--- src/rtl/bnn_argmax_result.sv ---
// rtl/bnn_argmax_result.sv - argmax over a streamed frame of BNN class scores
// Emits the winning class index as a one-cycle strobe; wrong-length frames report 4'hF.
module bnn_argmax_result #(
  parameter int NUM_CLASSES = 10,
  parameter int SCORE_W     = 8
) (
  input  logic               clk,
  input  logic               rst_n,
  input  logic               clear,
  input  logic               score_valid,
  output logic               score_ready,
  input  logic [SCORE_W-1:0] score_data,
  input  logic               score_last,
  output logic               result_ready,
  output logic [3:0]         result_out,
  output logic               frame_err,
  output logic               busy
);

  typedef enum logic [1:0] {S_IDLE, S_ACCUM, S_EMIT} state_t;

  localparam logic [3:0] NC     = 4'(NUM_CLASSES);
  localparam logic [4:0] NC_CNT = 5'(NUM_CLASSES);

  state_t             state_q, state_d;
  logic [SCORE_W-1:0] best_score_q, best_score_d;
  logic [3:0]         best_idx_q, best_idx_d;
  logic [3:0]         idx_q, idx_d;
  logic               len_err_q, len_err_d;
  logic [3:0]         result_out_q, result_out_d;
  logic               result_ready_q, result_ready_d;
  logic               frame_err_q, frame_err_d;
  logic               busy_q, busy_d;

  logic               accept;
  logic               err_next;
  logic [4:0]         count;

  assign score_ready = (state_q != S_EMIT);
  assign accept      = score_valid && score_ready;
  assign count       = {1'b0, idx_q} + 5'd1;

  always_comb begin
    state_d        = state_q;
    best_score_d   = best_score_q;
    best_idx_d     = best_idx_q;
    idx_d          = idx_q;
    len_err_d      = len_err_q;
    result_out_d   = result_out_q;
    result_ready_d = 1'b0;
    frame_err_d    = 1'b0;
    err_next       = len_err_q;

    case (state_q)
      S_IDLE, S_ACCUM: begin
        if (clear) begin
          state_d      = S_IDLE;
          idx_d        = 4'd0;
          best_score_d = '0;
          best_idx_d   = 4'd0;
          len_err_d    = 1'b0;
        end else if (accept) begin
          if (state_q == S_IDLE) begin
            best_score_d = score_data;
            best_idx_d   = 4'd0;
            err_next     = 1'b0;
          end else if (idx_q < NC) begin
            if (score_data > best_score_q) begin
              best_score_d = score_data;
              best_idx_d   = idx_q;
            end
          end else begin
            err_next = 1'b1;
          end
          idx_d = (idx_q == 4'd15) ? 4'd15 : idx_q + 4'd1;

          if (score_last) begin
            // count includes this beat; in IDLE idx_q is always 0 so count is 1
            err_next       = err_next || (count != NC_CNT);
            state_d        = S_EMIT;
            result_ready_d = 1'b1;
            frame_err_d    = err_next;
            result_out_d   = err_next ? 4'hF : best_idx_d;
          end else begin
            state_d = S_ACCUM;
          end
          len_err_d = err_next;
        end
      end
      default: begin
        state_d      = S_IDLE;
        len_err_d    = 1'b0;
        idx_d        = 4'd0;
        best_score_d = '0;
      end
    endcase

    busy_d = (state_d != S_IDLE);
  end

  always_ff @(posedge clk or negedge rst_n) begin
    if (!rst_n) begin
      state_q        <= S_IDLE;
      best_score_q   <= '0;
      best_idx_q     <= 4'd0;
      idx_q          <= 4'd0;
      len_err_q      <= 1'b0;
      result_out_q   <= 4'd0;
      result_ready_q <= 1'b0;
      frame_err_q    <= 1'b0;
      busy_q         <= 1'b0;
    end else begin
      state_q        <= state_d;
      best_score_q   <= best_score_d;
      best_idx_q     <= best_idx_d;
      idx_q          <= idx_d;
      len_err_q      <= len_err_d;
      result_out_q   <= result_out_d;
      result_ready_q <= result_ready_d;
      frame_err_q    <= frame_err_d;
      busy_q         <= busy_d;
    end
  end

  assign result_ready = result_ready_q;
  assign result_out   = result_out_q;
  assign frame_err    = frame_err_q;
  assign busy         = busy_q;

endmodule

--- config.mk ---
export PLATFORM = sky130hd
export DESIGN_NAME = bnn_argmax_result
export DESIGN_NICKNAME = d
export VERILOG_FILES = /design/src/rtl/bnn_argmax_result.sv
export SDC_FILE = /design/constraint.sdc
export NUM_CORES = 1
export LEC_CHECK = 0
export ABC_AREA = 1
export BUFFER_PORTS_ARGS = -buffer_cell sky130_fd_sc_hd__clkbuf_2
export CAP_MARGIN = 20
export CORE_MARGIN = 1.5
export CORE_UTILIZATION = 30
export DETAILED_ROUTE_END_ITERATION = 8
export GPL_ROUTABILITY_DRIVEN = 0
export SKIP_CTS_REPAIR_TIMING = 1
export SLEW_MARGIN = 10
export SYNTH_ARGS = -nofsm -noshare
export SYNTH_HDL_FRONTEND = slang
export SYNTH_SLANG_ARGS = --single-unit
--- constraint.sdc ---
create_clock -name clk -period 1.45 [get_ports clk]
set_input_delay 0.145 -clock clk [delete_from_list [all_inputs] [get_ports clk]]
set_output_delay 0.145 -clock clk [all_outputs]
set_load 0.02 [all_outputs]
==> results.toml <==
[die]
start_util_pct = 31.5
die_y_um = 73.6
ios = 21
dieArea_mm2 = 0.00542
core_area_mm2 = 0.00475
rows = 25
die_width_um = 73.6

[global_routing]
antenna_found_initial = 0
grt_max_degree = 27
grt_pass1_vias = 1209
grt-ovfl-total = 0
grt_pass1_wl_um = 5100
globalRouteTotalUtil_pct = 12.2

[pwr]
power.leakage_nw = 0.996
ir_worst_vdd_uv = 348
power.total_mw = 1.61
power_density_mw_per_mm2 = 811

[setup_path]
cpLargestDelayFamily = "simple AND/OR/NAND/NOR gates"
slowest_stage = "dfrtp_1"
crit_path_cell_trace = "inv_2, ha_4, nand2_2, nand2_2, nand2_2, nand2_2, nand2_2, nand2_4, nand2_4, nand3_4, nand2_4, nand2_2, nand2_2"
arrival_ns = 1.83
start_kind = "flop"
crit_fanout = 8
crit_path_end_kind = "flop"
cpMostUsedCell = "nand2_2"
critPathMaxStageDelay_ns = 0.38
critPathBufInv = 1
path_class = "flop to flop"
required_ns = 1.62

[place]
dp_cells = 275
hpwlAfterDp_um = 2270
dpl_cell_area_mm2 = 0.00178
portBuffers = 20

[cts]
cts_tree = "done"
root_buffer = "clkbuf_8"
cts_buffers = 3
path_clk_slew_ns = 0.09
htreeDepth = 1
cts_sinks = 26
clock_latency_ns = 0.26
clock_path_buffers = 2

[route]
via_per_inst = 4.39
drcViolationCount = 0
first_pass_iters = 4
drtIter0Drc = 57
wirelength_um = 3190
vias = 1250
detail-route-antenna-nets = 0
wl_per_cell_um = 11.2

[finish]
stdcell_count = 285
drive_above_1_share_pct = 41.3
final_area_mm2 = 0.00199
insertedDiodeCount = 0
area_delta_synth_final_pct = 33.0
fin_nets = 242

[timing]
max_freq_mhz = 600
finalSetupViolations = 16
drv_slew = 0
setup_tns_ns = -2.87
fin_ws_ns = -0.215
rsz0062_at_grt = "yes"
final_hold_viol_count = 0
relSlewSlack_pct = 57.0
skew_ns = 0.00216
worst_pin_slew_ns = 0.644
fin_crit_sh_pct = 115
final.min_clock_period_ns = 1.67

[logic_synthesis]
yosysSeqAreaShare_pct = 43.5
yosysTopAreaCell = "dfrtp_1"
avgSynthCellArea_um2 = 8.50
synth_warnings = 0
ys.flop_type = "dfrtp_1"
syn-num-nets = 199
netlist_top_cells_count = "44 x nand2_1, 27 x inv_1, 26 x dfrtp_1"
synth_cell_types = 26
async_flop_share_pct = 100
synth_top_area_share_pct = 43.5
synth_area_leaders = "dfrtp_1 43%, nand2_1 11%, ha_1 8.4%"
syn-instance-count = 176
synth_area_mm2 = 0.00150
synth_edf_count = 0
yosysMostFrequentCell = "nand2_1"
ys_ff_latch = 26

[worst_hold_path]
hold_class = "input port to flop"

[run]
cap_violations = 0

[run_status]
status = "complete, but fails checks"
violations = "negative setup slack"
[worst reg2reg max path, cell delays in order (launching register included)]
cell	delay, ns
dfrtp_1	0.38
inv_2	0.06
ha_4	0.26
nand2_2	0.05
nand2_2	0.07
nand2_2	0.06
nand2_2	0.07
nand2_2	0.07
nand2_4	0.10
nand2_4	0.09
nand3_4	0.14
nand2_4	0.10
nand2_2	0.10
nand2_2	0.04
[kinds of logic (layout without fill, tap and decap cells)]
logic type | after synthesis | count (layout) | synth area share, %
simple gates | 82 | 83 | 28.8
fa+ha+maj | 10 | 10 | 8.36
flops | 26 | 26 | 43.5
xor+xnor | 1 | 1 | 0.585
buf+inv | 33 | 74 | 8.53
compound gates | 24 | 24 | 10.3
[final cells by class]
type                       instances  area [µm²]
fill                             482        2760
multi-input combinational        118         841
sequential                        26         651
timing repair buffer              38         238
inverter                          32         123
tap                               67        83.8
clock buffer                       4        55.1
[layer usage]
metal	track usage (%)	up-vias	part of all wire, %
met4	5.56	0	1.8
met1	15.9	585	48
met2	20.1	15	48
met5	0	-	0
met3	1.65	4	1.9
li1	-	646	-
[worst paths after layout]
check / slack, ns / to / from / cells after the start
worst max-delay path: -0.22 / best_score_q[1] / best_score_q[1] / 13
worst min-delay path: 0.09 / state_q[0] / score_last / 2
worst max register to register: -0.22 / best_score_q[1] / best_score_q[1] / 13
worst min register to register: 0.49 / best_score_q[2] / best_score_q[2] / 2
max in group asynchronous: 0.61 / state_q[1] / rst_n / 2
min in group asynchronous: 0.43 / idx_q[3] / rst_n / 2
[cell usage in the layout (no fill, tap or decap), types with 2 or more instances in the layout]
master,Yosys,routed
inv_2,4,8
a21oi_1,3,2
inv_1,27,23
dfrtp_1,26,26
ha_4,0,4
nor2_2,0,2
nor2_1,6,4
nand3_2,0,2
ha_1,10,5
nand3_1,18,17
o21ai_0,6,6
nor2_8,2,2
nand2_4,2,4
nor2_4,2,2
clkbuf_8,0,4
a21oi_2,7,8
o21ai_1,5,5
or2_2,3,3
nand2_2,1,10
buf_4,0,17
clkbuf_2,0,20
nand2_1,44,33
[through the flow]
stage	hold WS [ns]	utilization, %	setup WS, ns
2_1_floorplan	-0.151	-	-0.0589
5_1_grt	0.0979	41.9	-0.303
3_5_place_dp	0.217	37.5	-0.212
3_3_place_gp	0.217	37.5	-0.180
4_1_cts	-0.0830	38.7	-0.235
6_report	0.0881	41.9	-0.215
[registers in the layout, indices dropped and copies added, names as in the netlist]
signal        count
frame_err         1
len_err_q         1
state_q           2
busy              1
result_ready      1
result_out        4
best_idx_q        4
idx_q             4
best_score_q      8
[power breakdown]
group / leakage [nW] / internal (mW) / switching (mW)
sequential: 0.332 / 0.758 / 0.0194
clock: 0.0288 / 0.242 / 0.217
combinational: 0.636 / 0.156 / 0.222
total: 0.996 / 1.16 / 0.458
Note: power is estimated with default switching activity, not from simulation.
